$ cat config.mk
export PLATFORM = sky130hd
export DESIGN_NAME = down_count_timer
export DESIGN_NICKNAME = d
export VERILOG_FILES = /design/src/rtl/down_count_pkg.sv /design/src/rtl/down_count_timer_tick_prescaler.sv /design/src/rtl/down_count_timer.sv
export SDC_FILE = /design/constraint.sdc
export NUM_CORES = 1
export LEC_CHECK = 0
export BUFFER_PORTS_ARGS = -buffer_cell sky130_fd_sc_hd__buf_2
export CORE_MARGIN = 2
export CORE_UTILIZATION = 30
export CTS_CLUSTER_DIAMETER = 100
export DETAILED_ROUTE_END_ITERATION = 12
export HOLD_SLACK_MARGIN = 0.05
export PLACE_DENSITY = 0.49
export SYNTH_ARGS = -nofsm -noshare
export SYNTH_HDL_FRONTEND = slang
export SYNTH_SLANG_ARGS = --single-unit
export TNS_END_PERCENT = 100
$ cat constraint.sdc
create_clock -name clk -period 2.2 [get_ports clk]
set_clock_uncertainty 0.15 [all_clocks]
set_input_delay 0 -clock clk [delete_from_list [all_inputs] [get_ports clk]]
set_output_delay 0 -clock clk [all_outputs]
set_load 0.05 [all_outputs]
$ cat src/rtl/down_count_pkg.sv
// Shared types and default sizing for the down-count timer.
package down_count_pkg;

   typedef enum logic [1:0] {
      IDLE = 2'd0,
      RUN  = 2'd1,
      DONE = 2'd2
   } state_e;

   localparam int DEFAULT_WIDTH    = 4;
   localparam int DEFAULT_PRESCALE = 1;

endpackage

$ cat src/rtl/down_count_timer_tick_prescaler.sv
// Decrement tick generator: one tick per PRESCALE enabled cycles, tick == en at PRESCALE=1.
module tick_prescaler #(
   parameter int PRESCALE = 1
) (
   input  logic clk,
   input  logic reset,
   input  logic clear,
   input  logic en,
   output logic tick
);

   localparam logic [7:0] LAST = 8'(PRESCALE - 1);

   logic [7:0] cnt_q, cnt_d;

   assign tick = en && (cnt_q == LAST);

   always_comb begin
      cnt_d = cnt_q;
      if (clear || tick) begin
         cnt_d = '0;
      end else if (en) begin
         cnt_d = cnt_q + 8'd1;
      end
   end

   always_ff @(posedge clk or posedge reset) begin
      if (reset) begin
         cnt_q <= '0;
      end else begin
         cnt_q <= cnt_d;
      end
   end

endmodule

$ cat src/rtl/down_count_timer.sv
// Loadable down-counter with IDLE/RUN/DONE control, enable pause and abort.
// Define DOWN_COUNT_AUTO_RELOAD_EN to make DONE reload the last start value and keep running.
module down_count_timer
   import down_count_pkg::*;
#(
   parameter int WIDTH    = DEFAULT_WIDTH,
   parameter int PRESCALE = DEFAULT_PRESCALE
) (
   input  logic             clk,
   input  logic             reset,
   input  logic             start,
   input  logic [WIDTH-1:0] load_val,
   input  logic             en,
   input  logic             abort,
   output logic [WIDTH-1:0] count,
   output logic             busy,
   output logic             done
);

   state_e           state_q, state_d;
   logic [WIDTH-1:0] count_q, count_d;
   logic             tick;
   logic             pre_clear;

`ifdef DOWN_COUNT_AUTO_RELOAD_EN
   logic [WIDTH-1:0] reload_q, reload_d;
`endif

   // Prescaler only accumulates while running, so every load/reload starts a fresh period.
   assign pre_clear = (state_q != RUN);

   tick_prescaler #(
      .PRESCALE (PRESCALE)
   ) u_prescaler (
      .clk   (clk),
      .reset (reset),
      .clear (pre_clear),
      .en    (en),
      .tick  (tick)
   );

   always_comb begin
      state_d = state_q;
      count_d = count_q;
`ifdef DOWN_COUNT_AUTO_RELOAD_EN
      reload_d = reload_q;
`endif
      case (state_q)
         IDLE: begin
            if (abort) begin
               count_d = '0;
            end else if (start) begin
               count_d = load_val;
`ifdef DOWN_COUNT_AUTO_RELOAD_EN
               reload_d = load_val;
`endif
               state_d = (load_val == '0) ? DONE : RUN;
            end
         end
         RUN: begin
            if (abort) begin
               state_d = IDLE;
               count_d = '0;
            end else if (tick && (count_q != '0)) begin
               count_d = count_q - WIDTH'(1);
               if (count_q == WIDTH'(1)) begin
                  state_d = DONE;
               end
            end
         end
         DONE: begin
            if (abort) begin
               state_d = IDLE;
               count_d = '0;
            end else begin
`ifdef DOWN_COUNT_AUTO_RELOAD_EN
               count_d = reload_q;
               state_d = (reload_q == '0) ? DONE : RUN;
`else
               count_d = '0;
               state_d = IDLE;
`endif
            end
         end
         default: begin
            state_d = IDLE;
            count_d = '0;
         end
      endcase
   end

   always_ff @(posedge clk or posedge reset) begin
      if (reset) begin
         state_q <= IDLE;
         count_q <= '0;
      end else begin
         state_q <= state_d;
         count_q <= count_d;
      end
   end

`ifdef DOWN_COUNT_AUTO_RELOAD_EN
   always_ff @(posedge clk or posedge reset) begin
      if (reset) begin
         reload_q <= '0;
      end else begin
         reload_q <= reload_d;
      end
   end
`endif

   assign count = count_q;
   assign busy  = (state_q != IDLE);
   assign done  = (state_q == DONE);

endmodule

==> results of run 1 <==
## state kept, by name, indices dropped and copies added, names as in the netlist
| signal | count |
|---|---|
| count | 4 |
| state_q | 2 |
| u_prescaler.cnt_q | 8 |
## critical path, cell delays in order, from the launching register on
cell and delay (ns):
dfrtp_1 0.48, or4_4 0.58, nand2_2 0.09, a21boi_4 0.23
mux2_4 0.31
## routing by layer
metal	part of all wire	track usage	up-vias
li1	-	-	373
met1	0.46	0.138	351
met2	0.51	0.209	9
met3	0.017	0.0132	2
met4	0.013	0.0682	0
met5	0	0	-
## stage by stage
| stage | cells | setup WS [ns] | hold WS (ns) | util | instance area (sq um) |
|---|---|---|---|---|---|
| after floorplan | 94 | 0.198 | -0.261 | - | 896 |
| after global placement | 137 | 0.279 | -0.0800 | 0.356 | 1000 |
| after detailed placement | 137 | 0.255 | -0.0814 | 0.356 | 1000 |
| after CTS | 149 | 0.238 | 0.0633 | 0.398 | 1120 |
| after global routing | 149 | 0.171 | 0.136 | 0.398 | 1120 |
| final | 149 | 0.249 | 0.0722 | 0.398 | 1120 |
## worst max-delay path by stage
stage	to	slack [ns]	cells after the start
4_1_cts	count[0]	0.24	4
5_1_grt	count[0]	0.17	6
3_3_place_gp	count[0]	0.28	4
6_report	count[0]	0.25	4
2_1_floorplan	count[2]	0.20	5
3_5_place_dp	count[0]	0.26	4
## final cells by class
| type | instances | area share |
|---|---|---|
| multi-input cells | 69 | 0.451 |
| inverters | 8 | 0.0269 |
| well taps | 31 | 0.0348 |
| flip-flops and latches | 14 | 0.314 |
| clock buffers | 4 | 0.0325 |
| repair buffers | 23 | 0.141 |
## report_power, final
| group | internal [mW] | total (mW) | switching, mW |
|---|---|---|---|
| registers | 0.278 | 0.311 | 0.0325 |
| clock network | 0.100 | 0.180 | 0.0797 |
| logic | 0.111 | 0.292 | 0.182 |
## cell usage after synthesis, types with 2 or more instances
| master | n | share of area |
|---|---|---|
| nor2b_1 | 2 | 0.014 |
| nor2_1 | 13 | 0.054 |
| nand2_1 | 4 | 0.017 |
| mux2i_1 | 3 | 0.034 |
| dfrtp_1 | 14 | 0.39 |
| a21oi_1 | 3 | 0.017 |
| inv_1 | 8 | 0.034 |
| nor3_1 | 3 | 0.017 |
| ha_1 | 5 | 0.070 |
| xnor2_1 | 4 | 0.039 |
| nor4_1 | 3 | 0.021 |
| or2_2 | 3 | 0.021 |
| mux2_4 | 2 | 0.034 |
| nand3_1 | 3 | 0.017 |
| xor2_1 | 3 | 0.029 |
| a41oi_1 | 2 | 0.020 |
| nand4_1 | 2 | 0.014 |
| nand3b_1 | 2 | 0.017 |
## logic make-up after synthesis
logic type,after synthesis,share of synthesized area
AOI/OAI and AO/OA,10,0.0964
xor gates and xnor gates,7,0.0684
adders and majority gates,5,0.0698
buffers and inverters,11,0.0475
DFF,14,0.391
muxes,5,0.0670
and+or+nand+nor,42,0.260
==> metrics.cfg, run 1 <==
[run_status]
status = finished, final reports clean

[timing]
finalCriticalPeriod_ns = 1.95
hold_viol = 0
slew_viol_final = 0
maxSlewHeadroom = 0.645
fmaxAchievable_mhz = 513
tightest_slew_ns = 0.532
setup_tns_ns = 0
rsz0062_at_grt = no
setup_viol = 0
min_period_over_period = 0.887

[grt]
antenna_found_initial = 0
grt_pass1_vias = 745
grt_util_all_layers = 0.118
grt_max_degree = 15
grt_first_pass_wirelength_um = 3130
gr-total-overflow = 0

[worst_hold_path]
min_from = load_val[3]
min_path_type = in2reg
hold_depth = 4
holdPathEnd = count[3]

[pwr]
power_density_nw_per_um2 = 702
ir_drop_v = 0.000264
p_leak_nw = 0.501
p_total_uw = 783

[clock_tree]
ctsHoldBuffers = 8
cts_resized = 0
clockRootBuffer = clkbuf_4
clk_pin_slew_ns = 0.08
cts_tree = built
cts_sinks = 14
clock_latency_ns = 0.27
ctsHtreeMaxLevel = 1
cts_setup_buffers = 0
cts_max_path_buffers = 2
tritoncts.num_buffers = 3

[cells_and_area]
final_net_count = 133
area_delta_synth_final_pct = 24.6
final_cell_mix = dfrtp_1, buf_2, nor2_1
drive_above_1_share = 0.237
register_area_sq_um = 350
multiInputGateArea_sq_um = 503
nFillCells = 296
diodes = 0

[setup_path]
ff2ff_path_depth = 4
crit_start = state_q[0]
r2r_setup_slack_ns = 0.25
path_class = reg2reg
endpoint_kind = register
cp-start-kind = register
r2r_start = state_q[0]
cp_max_fo = 11
regToRegEndpoint = count[0]
crit_arrival_ns = 1.96
cp.required_ns = 2.21

[synthesis]
syn_area_per_cell_sq_um = 9.53
syn_inst = 94
yosysWarnings = 0
synth_cell_types = 33
syn-num-nets = 108
synthArstFlopShare = 1.00
synth_edf_count = 0
synthFlopType = dfrtp_1
synth_area_sq_um = 896
ys_ff_latch = 14
synth-seq-area-share = 0.391

[drt]
vias = 735
routed_wl_um = 1840
postRouteAntennaNets = 0
drc_errors = 0
drt_iter0_drc = 21
dr.pass1.iters = 4
viasPerCell = 4.93
wl_per_cell_um = 12.3

[floorplan]
die_h_um = 58.6
fp.dieW_um = 58.6
io_pins = 15
core_sq_um = 2810
start_util = 0.319
row_count = 19
die_area_sq_um = 3440

[run]
cap_violations = 0

[place]
io_buffers = 14
gp_congestion = 0.786
dp_hpwl_um = 1400

Note: power is estimated with default switching activity, not from simulation.
==> inputs of run 2 (changes only) <==
--- a/config.mk
+++ b/config.mk
@@ -11,7 +11,7 @@
 export CTS_CLUSTER_DIAMETER = 100
 export DETAILED_ROUTE_END_ITERATION = 12
 export HOLD_SLACK_MARGIN = 0.05
-export PLACE_DENSITY = 0.49
+export PLACE_DENSITY = 0.51
 export SYNTH_ARGS = -nofsm -noshare
 export SYNTH_HDL_FRONTEND = slang
 export SYNTH_SLANG_ARGS = --single-unit
==> constraint.sdc (replaced) <==
create_clock -name clk -period 1.61 [get_ports clk]
set_clock_uncertainty 0.15 [all_clocks]
set_input_delay 0 -clock clk [delete_from_list [all_inputs] [get_ports clk]]
set_output_delay 0 -clock clk [all_outputs]
set_load 0.05 [all_outputs]
==> metrics.cfg, run 2 (same netlist as run 1, synthesis figures left out) <==
[drt]
wl_per_cell_um = 12.4  ; +0.60%
routed_wl_um = 2130  ; +16%
vias = 824  ; +12%
drt_iter0_drc = 22  ; +4.8%
viasPerCell = 4.79  ; -2.9%
drc_errors = 2  ; +2
postRouteAntennaNets = 0  ; unchanged
dr.pass1.iters = 10  ; +6

[setup_path]
cp-start-kind = register
cp.required_ns = 1.63  ; -0.58 ns
cp_max_fo = 4  ; -7
endpoint_kind = register
path_class = reg2reg
crit_arrival_ns = 1.86  ; -0.10 ns

[clock_tree]
ctsHtreeMaxLevel = 1  ; unchanged
cts_max_path_buffers = 2  ; unchanged
cts_tree = built
tritoncts.num_buffers = 3  ; unchanged
clockRootBuffer = clkbuf_4
clock_latency_ns = 0.28  ; about the same
cts_sinks = 14  ; unchanged
clk_pin_slew_ns = 0.09  ; about the same

[cells_and_area]
largest_register_ffs = 8  ; unchanged
mostFrequentLayoutCell = buf_4
diodes = 0  ; unchanged
drive_above_1_share = 0.418  ; +0.181
area_delta_synth_final_pct = 48.3
nFillCells = 287  ; -3.0%
finalNonFillerCells = 172  ; +15%
register_area_sq_um = 353  ; +0.71%
final_cell_mix = buf_4, buf_2, nor2_1
top_register = u_prescaler.cnt_q
multiInputGateArea_sq_um = 539  ; +7.2%
final_net_count = 157  ; +18%

[pwr]
p_total_mw = 1.16  ; +48%
p_leak_nw = 0.627  ; +25%
ir_drop_v = 0.000410  ; +55%
power_density_nw_per_um2 = 872  ; +24%

[grt]
antenna_found_initial = 0  ; unchanged
grt_first_pass_wirelength_um = 3570  ; +14%
grt_pass1_vias = 834  ; +12%
grt_util_all_layers = 0.137  ; +0.0186
grt_max_degree = 15  ; unchanged
gr-total-overflow = 0  ; unchanged

[timing]
rsz0062_at_grt = yes
slew_viol_final = 0  ; unchanged
setup_slack_ns = -0.227  ; -0.476 ns
min_period_over_period = 1.14  ; +0.254
setup_viol = 5  ; +5
tightest_slew_ns = 0.553  ; +0.0206 ns
fmaxAchievable_mhz = 544  ; +6.2%
hold_viol = 0  ; unchanged
finalCriticalPeriod_ns = 1.84  ; -0.114 ns
whs_ns = 0.106  ; +0.0334 ns
setup_tns_ns = -0.845  ; -0.845 ns
maxSlewHeadroom = 0.631  ; -0.0137

[place]
dp_cells = 156  ; +14%
dp_hpwl_um = 1550  ; +11%
io_buffers = 14  ; unchanged
gp_congestion = 0.801  ; +2.0%

[floorplan]
die_area_sq_um = 3440  ; unchanged
start_util = 0.319  ; unchanged
fp.dieW_um = 58.6  ; unchanged
core_sq_um = 2810  ; unchanged
row_count = 19  ; unchanged
die_h_um = 58.6  ; unchanged
io_pins = 15  ; unchanged

[run_status]
status = finished, violations left
violations = design-rule violations, negative setup slack

[run]
cap_violations = 0  ; unchanged

[worst_hold_path]
min_path_type = in2reg

[run 2: changes by cell type in the layout (fill, tap and decap cells not counted), moves of 2 or more]
cell	delta
buf_4	+22
dfrtp_2	+2
nor4_1	-2
buf_6	+2
dfrtp_1	-2
[run 2: area by class of cell]
cell class,count,area share
clock buffers,3,0.0169
inverters,8,0.0226
multi-input cells,69,0.406
flip-flops and latches,14,0.266
well taps,31,0.0292
repair buffers,47,0.260
[run 2: path summary, 6_finish.rpt]
| check | start | slack, ns | depth (start not counted) | endpoint |
|---|---|---|---|---|
| setup / recovery | state_q[0] | -0.23 | 5 | count[0] |
| hold / removal | abort | 0.11 | 4 | state_q[1] |
| setup reg to reg | state_q[0] | -0.23 | 5 | count[0] |
| hold reg to reg | count[3] | 0.47 | 2 | count[3] |
| max in group asynchronous | reset | 0.77 | 3 | count[1] |
| min in group asynchronous | reset | 0.15 | 3 | count[3] |
[run 2: timing repair]
action / 4_1_cts / 5_1_grt
endpoints found under the hold margin: 23 / 0
setup endpoints to repair: 6 / 13
resized for setup: 7 / 3
pin swaps: 4 / 3
buffers inserted: 3 / 2
hold buffers: 8 / 0
[run 2: power by group]
group / switching [mW] / internal (mW) / leakage (nW) / total, mW
clock network: 0.118 / 0.0867 / 0.0138 / 0.205
logic: 0.303 / 0.242 / 0.426 / 0.545
registers: 0.0267 / 0.382 / 0.187 / 0.409
[run 2: worst max-delay path, stage by stage (launching register included)]
cell and delay [ns]:
dfrtp_1 0.43, buf_6 0.13, or3b_4 0.39, nand2_2 0.09, a21boi_4 0.23, mux2_4 0.31
[run 2: through the flow]
stage               worst slack (ns)  instance area (sq um)   util
finish                        -0.227                   1330  0.474
global route                  -0.266                   1330  0.474
CTS                           -0.170                   1300  0.463
detailed placement            -0.227                   1150  0.409
global placement              -0.228                   1150  0.409
floorplan                     -0.183                    902      -
[run 2: routing by layer]
metal / GRT usage / wire length, um / vias up
li1: - / - / 421
met1: 0.168 / 922 / 387
met2: 0.233 / 1130 / 14
met3: 0.0330 / 70 / 2
met4: 0.0519 / 10 / 0
met5: 0 / 0 / -
==> inputs of run 3 (changes only) <==
--- a/config.mk
+++ b/config.mk
@@ -5,13 +5,14 @@
 export SDC_FILE = /design/constraint.sdc
 export NUM_CORES = 1
 export LEC_CHECK = 0
+export ABC_AREA = 1
 export BUFFER_PORTS_ARGS = -buffer_cell sky130_fd_sc_hd__buf_2
 export CORE_MARGIN = 2
 export CORE_UTILIZATION = 30
 export CTS_CLUSTER_DIAMETER = 100
 export DETAILED_ROUTE_END_ITERATION = 12
 export HOLD_SLACK_MARGIN = 0.05
-export PLACE_DENSITY = 0.51
+export PLACE_DENSITY = 0.5
 export SYNTH_ARGS = -nofsm -noshare
 export SYNTH_HDL_FRONTEND = slang
 export SYNTH_SLANG_ARGS = --single-unit
==> metrics.cfg, run 3 <==
[floorplan]
core_sq_um = 3030  ; +7.9%
fp.dieW_um = 60.2  ; +2.6%
die_h_um = 60.2  ; +2.6%
die_area_sq_um = 3620  ; +5.2%
row_count = 20  ; +1
io_pins = 15  ; unchanged
start_util = 0.312  ; -0.00696

[grt]
grt_max_degree = 15  ; unchanged
antenna_found_initial = 0  ; unchanged
grt_first_pass_wirelength_um = 3740  ; +4.6%
grt_pass1_vias = 884  ; +6.0%
grt_util_all_layers = 0.137  ; -0.000137
gr-total-overflow = 0  ; unchanged

[setup_path]
ff2ff_path_depth = 9  ; +4
path_class = reg2reg
r2r_setup_slack_ns = 0.11  ; +0.34 ns
cp.required_ns = 1.65  ; +0.02 ns
regToRegEndpoint = count[2]
r2r_start = u_prescaler.cnt_q[0]
endpoint_kind = register
cp-start-kind = register
cp_max_fo = 7  ; +3
crit_arrival_ns = 1.54  ; -0.32 ns

[clock_tree]
clk_pin_slew_ns = 0.10  ; about the same
tritoncts.num_buffers = 3  ; unchanged
cts_sinks = 14  ; unchanged
clockRootBuffer = clkbuf_4
ctsHtreeMaxLevel = 1  ; unchanged
clock_latency_ns = 0.29  ; about the same
cts_max_path_buffers = 2  ; unchanged
cts_tree = built

[timing]
rsz0062_at_grt = yes
maxSlewHeadroom = 0.632  ; +0.000959
fmaxAchievable_mhz = 667  ; +22%
tightest_slew_ns = 0.551  ; -0.00144 ns
setup_viol = 0  ; -5
whs_ns = 0.139  ; +0.0336 ns
setup_tns_ns = 0  ; +0.845 ns
min_period_over_period = 0.932  ; -0.209
slew_viol_final = 0  ; unchanged
finalCriticalPeriod_ns = 1.50  ; -0.337 ns
hold_viol = 0  ; unchanged

[drt]
postRouteAntennaNets = 0  ; unchanged
viasPerCell = 4.42  ; -7.7%
routed_wl_um = 2020  ; -5.3%
drc_errors = 0  ; -2
drt_iter0_drc = 68  ; +210%
dr.pass1.iters = 4  ; -6
vias = 858  ; +4.1%
wl_per_cell_um = 10.4  ; -16%

[pwr]
power_frac_comb = 0.538  ; +0.068
p_switching_uw = 804  ; +80%
seqPwrFrac = 0.297  ; -0.056
power_frac_clock = 0.165  ; -0.012
p_leak_nw = 0.576  ; -8.2%
switching_share = 0.493  ; +0.106
p_total_mw = 1.63  ; +41%
p_int_uw = 829  ; +17%
ir_drop_v = 0.000709  ; +73%
power_density_nw_per_um2 = 1350  ; +55%

[synthesis]
synthTopCellsByArea = dfrtp_1, nand2_1, inv_1, ha_1, nand3_1
synth_cell_types = 22  ; -33%
synth_edf_count = 0  ; unchanged
yosysWarnings = 0  ; unchanged
synthTopCellsByCount = nand2_1, inv_1, dfrtp_1, nor2_1, nand3_1
ys_ff_latch = 14  ; unchanged
syn_inst = 124  ; +32%
synth_area_sq_um = 946  ; +5.6%
syn-num-nets = 138  ; +28%
yosysTopAreaCell = dfrtp_1
synth_top_area_frac = 0.370  ; -0.0207
synthArstFlopShare = 1.00  ; unchanged
syn_area_per_cell_sq_um = 7.63  ; -20%
synth_most_common_cell = nand2_1
synth-seq-area-share = 0.370  ; -0.0207
synthFlopType = dfrtp_1

[cells_and_area]
multiInputGateArea_sq_um = 526  ; -2.6%
final_cell_mix = inv_1, nand2_1, buf_2
top_register = u_prescaler.cnt_q
area_delta_synth_final_pct = 27.5
diodes = 0  ; unchanged
largest_register_ffs = 8  ; unchanged
nFillCells = 317  ; +10%
register_area_sq_um = 353  ; unchanged
drive_above_1_share = 0.240  ; -0.178
final_area_sq_um = 1210  ; -9.2%
finalNonFillerCells = 194  ; +13%
final_net_count = 165  ; +5.1%

[place]
io_buffers = 14  ; unchanged
dp_hpwl_um = 1530  ; -1.2%
gp_congestion = 0.811  ; +1.2%
place_area_sq_um = 1070  ; -6.5%
dp_cells = 182  ; +17%

[run]
cap_violations = 0  ; unchanged

[worst_hold_path]
min_path_type = in2async

[run_status]
status = finished, final reports clean

run 3: cell count changes in the layout (fill, tap and decap cells not counted), sizes merged, moves of 3 or more:
cell / change
buf: -25
nand2: +21
inv: +15
nand3: +10
o21ai: +9
a21oi: +5
mux2i: -3
nor2: +3
nor4: -3
or2: -3
xnor2: -3
run 3: through the flow:
stage / utilization / setup WS, ns
CTS: 0.393 / 0.0506
finish: 0.398 / 0.110
detailed placement: 0.355 / 0.0719
floorplan: - / 0.0141
global placement: 0.355 / 0.110
global route: 0.398 / -0.0204
run 3: worst max path at each step:
stage / start / end / slack, ns
2_1_floorplan: count[0] / count[2] / 0.01
3_3_place_gp: u_prescaler.cnt_q[0] / count[0] / 0.11
3_5_place_dp: u_prescaler.cnt_q[0] / count[1] / 0.07
4_1_cts: u_prescaler.cnt_q[0] / count[1] / 0.05
5_1_grt: u_prescaler.cnt_q[0] / count[3] / -0.02
6_report: u_prescaler.cnt_q[0] / count[2] / 0.11
run 3: cell families after synthesis:
kind of cell | Yosys count | share of synthesized area
AOI/OAI and AO/OA | 19 | 0.128
xor gates and xnor gates | 2 | 0.0185
adders and majority gates | 5 | 0.0661
buffers and inverters | 23 | 0.0913
DFF | 14 | 0.370
and+or+nand+nor | 61 | 0.325
run 3: power by group through the flow:
stage	Sequential, mW	Combinational [mW]	Clock (mW)
global route	0.498	0.988	0.295
CTS	0.483	0.868	0.274
detailed placement	0.488	0.851	0
floorplan	0.603	0.556	0
finish	0.485	0.879	0.269
global placement	0.489	0.843	0
run 3: timing repair:
item,4_1_cts,5_1_grt
resized for setup,0,5
hold endpoints to repair,24,0
setup buffers,0,0
hold buffers,8,0
endpoints found under the setup margin,0,6
run 3: layer usage:
metal | vias to the layer above | GRT usage | wire (um)
li1 | 449 | - | -
met1 | 393 | 0.173 | 964
met2 | 14 | 0.234 | 985
met3 | 2 | 0.0390 | 58
met4 | 0 | 0.0190 | 10
met5 | - | 0 | 0
run 3: cell type report:
type	count	share of cell area
Multi-Input combinational cell	87	0.436
Sequential cell	14	0.293
Timing Repair Buffer	22	0.124
Inverter	23	0.0716
Tap cell	44	0.0456
Clock buffer	4	0.0301
run 3: critical path, stage by stage, from the launching register on:
cell	delay (ns)
dfrtp_1	0.42
inv_2	0.08
ha_1	0.15
nand2_2	0.06
nor2_4	0.12
nand3_2	0.10
nand2_4	0.11
nand2_8	0.08
nand2_1	0.08
o21ai_2	0.05
